**src/rtl/aptag_rank_decoder.sv**
```systemverilog
// Rank decoder for the APT lookup path: recovers the bitmap position whose inclusive
// set-bit rank equals (apta - li), scanning one chunk of the bitmap per cycle.
module aptag_rank_decoder #(
    parameter int unsigned W = 16,
    parameter int unsigned B = 8,
    parameter int unsigned C = 16
) (
    input  logic                clk,
    input  logic                rst,
    input  logic                i_start,
    input  logic [W:0]          i_li,
    input  logic [W-1:0]        i_apta,
    input  logic [0:(2**B)-1]   i_data,
    output logic                o_busy,
    output logic                o_done,
    output logic                o_found,
    output logic                o_err,
    output logic [B-1:0]        o_ibpi
);

    localparam int unsigned NB  = 2**B;
    localparam int unsigned NCH = NB / C;
    localparam int unsigned CW  = (C > 1) ? $clog2(C) : 1;
    localparam int unsigned KW  = (NCH > 1) ? $clog2(NCH) : 1;
    localparam int unsigned AW  = B + 1;
    localparam int unsigned DW  = W + 2;

    typedef enum logic [1:0] {
        S_IDLE = 2'd0,
        S_SCAN = 2'd1,
        S_DONE = 2'd2
    } state_t;

    state_t            r_state;
    state_t            w_state_nxt;

    logic [0:NB-1]     r_data;
    logic [B-1:0]      r_target;
    logic [AW-1:0]     r_acc;
    logic [KW-1:0]     r_k;
    logic              r_busy;
    logic              r_done;
    logic              r_found;
    logic              r_err;
    logic [B-1:0]      r_ibpi;

    logic [0:NB-1]     w_data_nxt;
    logic [B-1:0]      w_target_nxt;
    logic [AW-1:0]     w_acc_nxt;
    logic [KW-1:0]     w_k_nxt;
    logic              w_found_nxt;
    logic              w_err_nxt;
    logic [B-1:0]      w_ibpi_nxt;

    logic [DW-1:0]     w_diff;
    logic              w_invalid;
    logic [B-1:0]      w_base;
    logic [B-1:0]      w_idx;
    logic [AW-1:0]     w_run;
    logic              w_hit;
    logic [CW-1:0]     w_j;
    logic [B-1:0]      w_hit_pos;

    // Target rank; MSB of the difference is the borrow, upper bits flag overrange.
    assign w_diff    = {2'b00, i_apta} - {1'b0, i_li};
    assign w_invalid = w_diff[DW-1] || (w_diff == '0) || (w_diff[W:B] != '0);

    assign w_base    = B'(r_k) << CW;
    assign w_hit_pos = w_base | B'(w_j);

    // Running rank across the current chunk; first position reaching the target wins.
    always_comb begin
        w_run = r_acc;
        w_hit = 1'b0;
        w_j   = '0;
        w_idx = '0;
        for (int j = 0; j < int'(C); j++) begin
            w_idx = w_base | B'(j);
            if (r_data[w_idx]) begin
                w_run = w_run + AW'(1);
            end
            if (!w_hit && (w_run == {1'b0, r_target})) begin
                w_hit = 1'b1;
                w_j   = CW'(j);
            end
        end
    end

    always_comb begin
        w_state_nxt  = r_state;
        w_data_nxt   = r_data;
        w_target_nxt = r_target;
        w_acc_nxt    = r_acc;
        w_k_nxt      = r_k;
        w_found_nxt  = r_found;
        w_err_nxt    = r_err;
        w_ibpi_nxt   = r_ibpi;
        case (r_state)
            S_IDLE: begin
                if (i_start) begin
                    w_found_nxt = 1'b0;
                    w_ibpi_nxt  = '0;
                    if (w_invalid) begin
                        w_err_nxt   = 1'b1;
                        w_state_nxt = S_DONE;
                    end else begin
                        w_err_nxt    = 1'b0;
                        w_data_nxt   = i_data;
                        w_target_nxt = w_diff[B-1:0];
                        w_acc_nxt    = '0;
                        w_k_nxt      = '0;
                        w_state_nxt  = S_SCAN;
                    end
                end
            end
            S_SCAN: begin
                if (w_hit) begin
                    w_found_nxt = 1'b1;
                    w_ibpi_nxt  = w_hit_pos;
                    w_state_nxt = S_DONE;
                end else if (r_k == KW'(NCH - 1)) begin
                    w_state_nxt = S_DONE;
                end else begin
                    w_acc_nxt = w_run;
                    w_k_nxt   = r_k + KW'(1);
                end
            end
            S_DONE: begin
                w_state_nxt = S_IDLE;
            end
            default: begin
                w_state_nxt = S_IDLE;
            end
        endcase
    end

    always_ff @(posedge clk or posedge rst) begin
        if (rst) begin
            r_state <= S_IDLE;
        end else begin
            r_state <= w_state_nxt;
        end
    end

    // busy/done are registered decodes of the next state so they align with r_state.
    always_ff @(posedge clk or posedge rst) begin
        if (rst) begin
            r_data   <= '0;
            r_target <= '0;
            r_acc    <= '0;
            r_k      <= '0;
            r_busy   <= 1'b0;
            r_done   <= 1'b0;
            r_found  <= 1'b0;
            r_err    <= 1'b0;
            r_ibpi   <= '0;
        end else begin
            r_data   <= w_data_nxt;
            r_target <= w_target_nxt;
            r_acc    <= w_acc_nxt;
            r_k      <= w_k_nxt;
            r_busy   <= (w_state_nxt != S_IDLE);
            r_done   <= (w_state_nxt == S_DONE);
            r_found  <= w_found_nxt;
            r_err    <= w_err_nxt;
            r_ibpi   <= w_ibpi_nxt;
        end
    end

    assign o_busy  = r_busy;
    assign o_done  = r_done;
    assign o_found = r_found;
    assign o_err   = r_err;
    assign o_ibpi  = r_ibpi;

endmodule

```
**config.mk**
```make
export PLATFORM = sky130hd
export DESIGN_NAME = aptag_rank_decoder
export DESIGN_NICKNAME = d
export VERILOG_FILES = /design/src/rtl/aptag_rank_decoder.sv
export SDC_FILE = /design/constraint.sdc
export NUM_CORES = 1
export LEC_CHECK = 0
export BUFFER_PORTS_ARGS = -buffer_cell sky130_fd_sc_hd__buf_2
export CAP_MARGIN = 20
export CELL_PAD_IN_SITES_DETAIL_PLACEMENT = 1
export CELL_PAD_IN_SITES_GLOBAL_PLACEMENT = 2
export CORE_MARGIN = 3
export CORE_UTILIZATION = 38
export DETAILED_ROUTE_END_ITERATION = 10
export GPL_TIMING_DRIVEN = 0
export HOLD_SLACK_MARGIN = 0.02
export PLACE_DENSITY = 0.84
export SLEW_MARGIN = 0
export SYNTH_ARGS = -nofsm -noshare
export SYNTH_HDL_FRONTEND = slang
export SYNTH_SLANG_ARGS = --single-unit
export TNS_END_PERCENT = 100
```
**constraint.sdc**
```tcl
create_clock -name clk -period 17.5 [get_ports clk]
set_clock_uncertainty 0.1 [all_clocks]
set_input_delay 5.25 -clock clk [delete_from_list [all_inputs] [get_ports clk]]
set_output_delay 5.25 -clock clk [all_outputs]
set_load 0.02 [all_outputs]
```
==> After elaboration in Yosys (flattened, before gate mapping) <==
Cells that the tools add are included.
{ "totals": {"out_inout_bits": 12, "word_cells": 244, "register_bits": 291} }
{ "classes": {"add_sub_neg": 18, "muxes": 117, "n_lt_le_gt_ge": 16, "bitwise": 18, "n_reduce_logical": 41, "eq_ne": 24} }
{ "op_table": {"columns": ["operator", "count"], "rows": [
  ["9-bit two-way mux", 20],
  ["9-bit by 1-bit adder with 9-bit output (second input constant)", 16],
  ["9-bit by 8-bit == test with 1-bit output", 16],
  ["9-bit greater-or-equal comparator (second input constant)", 16],
  ["8-bit inverter with 9-bit output", 16],
  ["1-bit binary-select mux with 8-bit select", 16],
  ["1-bit two-way mux", 52],
  ["4-bit two-way mux", 13],
  ["18-bit zero test", 1],
  ["9-bit one-hot mux with 2 select lines", 1],
  ["16-bit by 17-bit subtractor with 18-bit output", 1],
  ["8-bit two-way mux", 2],
  ["8-bit one-hot mux with 2 select lines", 1],
  ["1-bit logical AND", 15],
  ["1-bit zero test", 15],
  ["2-bit two-way mux", 6],
  ["2-bit inequality test (second input constant)", 5],
  ["3-bit two-way mux", 3],
  ["9-bit nonzero test", 1],
  ["8-bit by 4-bit OR with 8-bit output", 1],
  ["4-bit one-hot mux with 2 select lines", 1],
  ["3-bit AND reduction", 2],
  ["5-bit AND reduction", 1],
  ["4-bit by 1-bit adder with 4-bit output (second input constant)", 1],
  ["other kinds (10)", 12]
]} }

==> Logic depth before layout (Yosys ltp) <==
Gate-level depths: netlist (run 1).
{ "depth": {"ltp_word": 55, "ltp_mapped": 67, "ltp_nobuf": 60} }

==> Worst setup path before layout (run 1) <==
Ideal clock, no wire load.
{ "synth_timing": {"kind": "flip-flop to flip-flop", "from": "register r_k[0]", "to": "register r_acc[2]", "t_arrival_ns": 12.789, "stages_incl_launch_ff": 65, "path_buffers": 6, "synth_period_minus_slack_ns": 13.016, "required_ns": 17.272, "slack_ns": 4.484, "cell_sequence": "dfrtp_1 -> buf_4 -> buf_6 -> buf_8 -> mux2i_1 -> a22o_1 -> nor3_4 -> nor3_1 -> nor2_1 -> inv_1 -> ha_1 -> nor2_1 -> a31oi_1 -> ha_1 -> a21boi_0 -> a21o_1 -> ha_1 -> nand2b_1 -> (+29 left out) -> ha_1 -> mux2_2 -> ha_1 -> mux2_2 -> ha_1 -> nand2_1 -> xor2_1 -> xnor2_1 -> nand3_1 -> nor2_1 -> o211ai_1 -> a211oi_2 -> xnor2_1 -> or4_1 -> buf_2 -> nand3_1 -> buf_4 -> mux2_1"} }
{ "synth_between": {"elab_chain_len": 54, "elab_cells_between_ends": 164, "cone_classes": "add/sub: 15; eq/ne: 19; mux: 83; bitwise: 16; reduce/logical: 31"} }
{ "synth_rtl": {"columns": ["item", "line", "source"], "rows": [
  ["start: declaration", "40", "logic [KW-1:0] r_k;"],
  ["start signal: assignment", "161", "r_k <= w_k_nxt;"],
  ["branches (longest 54 deep; another with 9-bit by 1-bit adder with 9-bit output)", null, null],
  ["end signal: assignment", "160", "r_acc <= w_acc_nxt;"],
  ["end: declaration", "39", "logic [AW-1:0] r_acc;"]
]} }
Several ways; the timed one is not identified. The select of a mux whose other input is x is not followed.
A chain may end at the register's enable or synchronous reset.

==> Final worst setup path (run 1) <==
{ "layout_timing": {"from": "register r_k[0]", "to": "register r_acc[3]"} }
The elaborated chain is that of the path after synthesis.

==> metrics.txt, run 1 <==
first-pass GRT wire length=112000 µm; drt first pass iters=5; # H-tree levels=1; RSZ-0062 raised after global routing=no; gr usage total=25.6%; Commonest cells post-synth=dfrtp_1 (291), mux2_2 (276), xnor2_1 (141); Clock Latency Late Sink=0.58 ns; Top FF cell, synth=dfrtp_1; Syn Inst Count=1894; power share of the combinational group=40.1%; reg2reg end=r_acc[3]; Reg power frac=32.1%; RR Startpoint=r_k[0]; Worst setup EP type=register; worst-case clock buffer depth=3; min-delay src=o_found; kind of critical path=reg2reg; Final Hold Fails=0; post-route ant nets=0; Hold Crit Class=reg2reg; Chip Width=239 µm; number of global-route vias before repair=18100; final setup violation count=0; mean area per synthesized cell=10.9 µm²; Psw=0.826 mW; VDD IR max=0.0000703 V; routed wire length=74400 µm; fillers=5857; count of cell types in the netlist=112; clock power share=27.8%; Slew @ Worst Pin=1.18 ns; Required @ worst endpoint=17.86 ns; Starting Density=38.9%; Buf+Inv Stages, Crit Path=9; CTS tree=yes; ranking of synthesized cells by area=dfrtp_1 (35%), mux2_2 (15%), xnor2_1 (6.0%); post-DR wirelength/cell=25.2 µm; result of the run=completed; EDFF count, synth=0; most frequent cell after synthesis=dfrtp_1; layout cell share with drive strength beyond 1=34.6%; hpwl dp=59500 µm; max cap viols=0; Register Area=7280 µm²; CORE AREA=53100 µm²; Placed Cells=2888; Layout area overhead=16.8%; postcts setup bufs=0; Chip Height=239 µm; Worst Reg2Reg Path Length in Cells=66; # DRC=0; Yosys top cell area share=35.3%; Post-CTS Hold Buffers=0; switching share of power=37.2%; Placer Congestion=0.865; Final Non-Filler Cells=2958; clock sinks=291; final critical-path share of the clock period=92.7%; Syn Nets=2220; CP Max Fanout=10; initial antenna violation count=30; cts repair resizes=0; slowest stage delay, CP=0.88 ns; Vias per Instance=5.73; cell mode on critical path=ha_1; worst slew margin relative to its limit=21.1%; placed instance area=23100 µm²; Arrival @ worst endpoint=16.58 ns; pwr dens=92.3 nW/µm²; Slew Limit Fails=0; Pint=1.40 mW; largest net degree at the start of global routing=133; Crit-path slowest cell=nor4_1; R2R setup slack=1.28 ns; Final Util=45.4%; Remaining Overflow, GRT=0; Multi-input gate area=12800 µm²; Async SR Flop Fraction=100%; Critical Path Start Type=register; final instance area=24100 µm²; Die ar.=57100 µm²; Iter 0 DRT Violations=1057; YS warnings=0; Endpoint, Worst Hold=o_found; Site Rows=84; Tmin final=16.22 ns; mapped cell area=20600 µm²; hold path depth=2; Port-buffer cells=303; vias=17000; IO Count=304; Tot Pwr=2.22 mW; number of CTS-inserted buffers=30; #FFs+latches synth=291; CP top delay family=simple AND/OR/NAND/NOR gates; Seq/Total Area, Yosys=35.3%; cell leakage power=11.4 nW; cell taking the most area after synthesis=dfrtp_1; Final TNS setup=0 ns; Final #Nets=2559; Root Buffer=clkbuf_16; Achievable Freq=0.0617 GHz; clock-pin slew on the worst setup and hold paths=0.06 ns
worst register-to-register path, delay by kind of cell, from the launching register on:
family / cells / cell delay [ns]
simple gates: 24 / 5.17
xor+xnor: 4 / 0.86
fa+ha+maj: 12 / 3.72
compound gates: 13 / 2.96
mux: 4 / 1.17
flops: 1 / 0.36
buf+inv: 9 / 1.75
cell families after synthesis:
logic type	synth area share (%)
buffers and inverters	2.84
AOI/OAI and AO/OA	11.1
and+or+nand+nor	12.9
DFF	35.3
adders and majority gates	2.10
muxes	24.0
xor gates and xnor gates	11.7
power groups by stage:
stage               logic, mW  clock network [mW]  registers [mW]
global placement        0.846                   0           0.723
CTS                     0.884               0.628           0.712
global route            0.979               0.660           0.714
finish                  0.892               0.618           0.713
detailed placement      0.878                   0           0.724
floorplan               0.637                   0           0.718
stage by stage:
step | hold WS (ns) | setup slack [ns]
6_report | 0.371 | 1.28
5_1_grt | 0.414 | 0.0406
4_1_cts | 0.376 | 1.33
3_5_place_dp | 0.359 | 1.44
3_3_place_gp | 0.359 | 1.11
2_1_floorplan | 0.372 | 4.12
layer usage:
metal	GRT usage [%]	vias up	wire length (µm)
met3	5.09	130	3750
li1	-	7710	-
met4	6.51	32	1900
met5	0	-	195
met2	44.0	390	36400
met1	33.2	8700	32200
cells in the final DEF (no fill, tap or decap), types with 44 or more instances in the layout:
cell / synthesis / layout
dfrtp_1: 291 / 291
nand3_1: 58 / 58
mux2i_1: 55 / 55
xnor2_1: 141 / 141
nand2_1: 116 / 116
mux2_2: 276 / 276
buf_2: 9 / 312
nor2_1: 70 / 70
o21ai_0: 49 / 49
xor2_1: 62 / 62
clkbuf_1: 59 / 67
mux4_2: 51 / 51
inv_1: 45 / 44
sequential cells by signal (all words and copies together) (netlist names), 2 cells and up:
name      count
o_ibpi        8
r_data      256
r_k           4
r_target      8
r_state       2
r_acc         9
cell type report:
| class | count | area share, % |
|---|---|---|
| antenna | 14 | 0.145 |
| buffer | 89 | 1.70 |
| clock buffer | 44 | 3.59 |
| clock inverter | 11 | 0.322 |
| inverter | 47 | 0.764 |
| multi-input combinational | 1467 | 53.0 |
| sequential | 291 | 30.2 |
| tap | 688 | 3.57 |
| timing repair buffer | 307 | 6.70 |
how the worst max path moves through the flow:
stage / start / to / slack [ns] / cells after the start
after detailed placement: r_k[0] / r_acc[2] / 1.44 / 66
after global routing: r_k[0] / r_acc[3] / 0.04 / 66
after CTS: r_k[0] / r_acc[2] / 1.33 / 66
after floorplan: rst / o_busy / 4.12 / 1
final: r_k[0] / r_acc[3] / 1.28 / 66
after global placement: rst / r_data[205] / 1.11 / 2
(Power assumes the default switching activity.)
==> inputs of run 2 (changes only) <==
Settings changed: CORE_ASPECT_RATIO set to 0.75.
==> run 2 against run 1 <==
Effect of this change:
- flip-flop and latch count unchanged
- clock-buffer cell count up 2
- sequential power about the same
- clock power up 11%
- die area about the same
- sequential share of layout area down 0.15 points
- utilization about the same
- final cell count up 0.54%
- worst setup slack better by 0.21 ns
- final area up 0.49%
- largest cell class unchanged
==> metrics.txt, run 2 (same netlist as run 1, synthesis figures left out) <==
clock power share=30.0% (+2.2 points); postcts setup bufs=0 (unchanged); Final Non-Filler Cells=2974 (+0.54%); number of global-route vias before repair=18400 (+1.6%); Arrival @ worst endpoint=16.37 ns (-0.21 ns); worst-case clock buffer depth=3 (unchanged); Layout area overhead=17.3%; biggest regs=r_data: 256 flops, r_acc: 9 flops; Hold Crit Class=reg2reg; Iter 0 DRT Violations=1129 (+6.8%); Starting Density=38.7% (-0.19 points); Final Util=45.4% (about the same); final critical-path share of the clock period=91.5% (-1.2 points); cell leakage power=11.4 nW (+0.49%); Achievable Freq=0.0625 GHz (+1.3%); final instance area=24200 µm² (+0.49%); clock-pin slew on the worst setup and hold paths=0.06 ns (about the same); fillers=5921 (+1.1%); initial antenna violation count=8 (-73%); placed instance area=23100 µm² (about the same); Tot Pwr=2.29 mW (+3.1%); switching share of power=36.4% (-0.76 points); Pint=1.46 mW (+4.4%); Crit-path slowest cell=or4_1; hpwl dp=60100 µm (+1.1%); Worst setup EP type=register; IO Count=304 (unchanged); Remaining Overflow, GRT=0 (unchanged); clock sinks=291 (unchanged); cell mode on critical path=ha_1; Final #Nets=2559 (unchanged); commonest non-fill, non-tap cell in the layout=buf_2; Clock Latency Late Sink=0.59 ns (about the same); post-DR wirelength/cell=25.4 µm (+0.82%); Root Buffer=clkbuf_16; drt first pass iters=5 (unchanged); max reg flops=256 (unchanged); slowest stage delay, CP=0.56 ns (-0.32 ns); final setup violation count=0 (unchanged); kind of critical path=reg2reg; post-route ant nets=0 (unchanged); R2R setup slack=1.49 ns (+0.21 ns); CP Max Fanout=10 (unchanged); Slew @ Worst Pin=1.24 ns (+0.0528 ns); pwr dens=94.7 nW/µm² (+2.6%); Final TNS setup=0 ns (unchanged); RSZ-0062 raised after global routing=no; worst slew margin relative to its limit=16.5% (-4.6 points); Critical Path Start Type=register; Final Hold Fails=0 (unchanged); CORE AREA=53300 µm² (+0.50%); Site Rows=73 (-13%); result of the run=completed; Chip Width=275 µm (+15%); gr usage total=25.9% (+0.27 points); most frequent cells in the layout=buf_2 (312), dfrtp_1 (291), mux2_2 (276); register with the most flip-flops=r_data; Port-buffer cells=303 (unchanged); Reg power frac=31.1% (-1.0 points); power share of the combinational group=38.9% (-1.2 points); layout cell share with drive strength beyond 1=34.7% (+0.10 points); max cap viols=0 (unchanged); Slew Limit Fails=0 (unchanged); number of CTS-inserted buffers=29 (-3.3%); Post-CTS Hold Buffers=0 (unchanged); VDD IR max=0.0000890 V (+27%); Chip Height=208 µm (-13%); Required @ worst endpoint=17.86 ns (about the same); Vias per Instance=5.77 (+0.68%); Die ar.=57100 µm² (about the same); CTS tree=yes; largest net degree at the start of global routing=112 (-16%); Psw=0.834 mW (+0.98%); # H-tree levels=1 (unchanged); vias=17200 (+1.2%); Placed Cells=2911 (+0.80%); Tmin final=16.01 ns (-0.208 ns); cts repair resizes=0 (unchanged); routed wire length=75400 µm (+1.4%); Placer Congestion=0.876 (+1.3%); first-pass GRT wire length=113000 µm (+0.57%); # DRC=0 (unchanged)
==> run 2: final timing paths <==
path | startpoint | cells after the start | end
max in group asynchronous | rst | 4 | r_data[241]
min in group asynchronous | rst | 2 | r_data[59]
worst min-delay path | o_found | 2 | o_found
worst max-delay path | r_k[0] | 66 | r_acc[2]
worst max register to register | r_k[0] | 66 | r_acc[2]
worst min register to register | o_found | 2 | o_found
==> run 2: power by group through the flow <==
| stage | sequential, mW | clock (mW) | combinational, mW |
|---|---|---|---|
| after floorplan | 0.718 | 0 | 0.637 |
| after global placement | 0.721 | 0 | 0.850 |
| after detailed placement | 0.723 | 0 | 0.880 |
| after CTS | 0.711 | 0.691 | 0.889 |
| after global routing | 0.714 | 0.723 | 0.981 |
| final | 0.712 | 0.687 | 0.892 |
==> run 2: routing by layer <==
metal  routed length (µm)  up-vias  GRT usage [%]
met2                34700      509           41.5
met5                   27        -              0
li1                     -     7699              -
met1                35100     8884           36.9
met4                 1150        4           4.35
met3                 4460       74           4.95
==> run 2: metrics by stage <==
step | hold slack, ns | worst slack, ns
after CTS | 0.402 | 1.68
after detailed placement | 0.379 | 1.75
after floorplan | 0.372 | 4.12
after global routing | 0.414 | 0.317
final | 0.400 | 1.49
after global placement | 0.357 | 1.09
==> run 2: worst max-delay path: cells and delay by family, from the launching register on <==
| kind | cells | cell delay (ns) |
|---|---|---|
| simple gates | 22 | 4.27 |
| fa+ha+maj | 12 | 3.65 |
| compound gates | 13 | 3.20 |
| buf+inv | 10 | 1.94 |
| xor+xnor | 5 | 1.22 |
| mux | 4 | 1.12 |
| flops | 1 | 0.37 |
==> run 2: final cells by class <==
type / instances / area, µm² / share of cell area, %
diodes: 7 / 17.5 / 0.0724
plain buffers: 89 / 409 / 1.69
clock buffers: 46 / 910 / 3.76
clock inverters: 7 / 134 / 0.553
inverters: 47 / 184 / 0.760
multi-input cells: 1467 / 12800 / 52.7
flip-flops and latches: 291 / 7280 / 30.1
well taps: 712 / 891 / 3.68
repair buffers: 308 / 1620 / 6.68
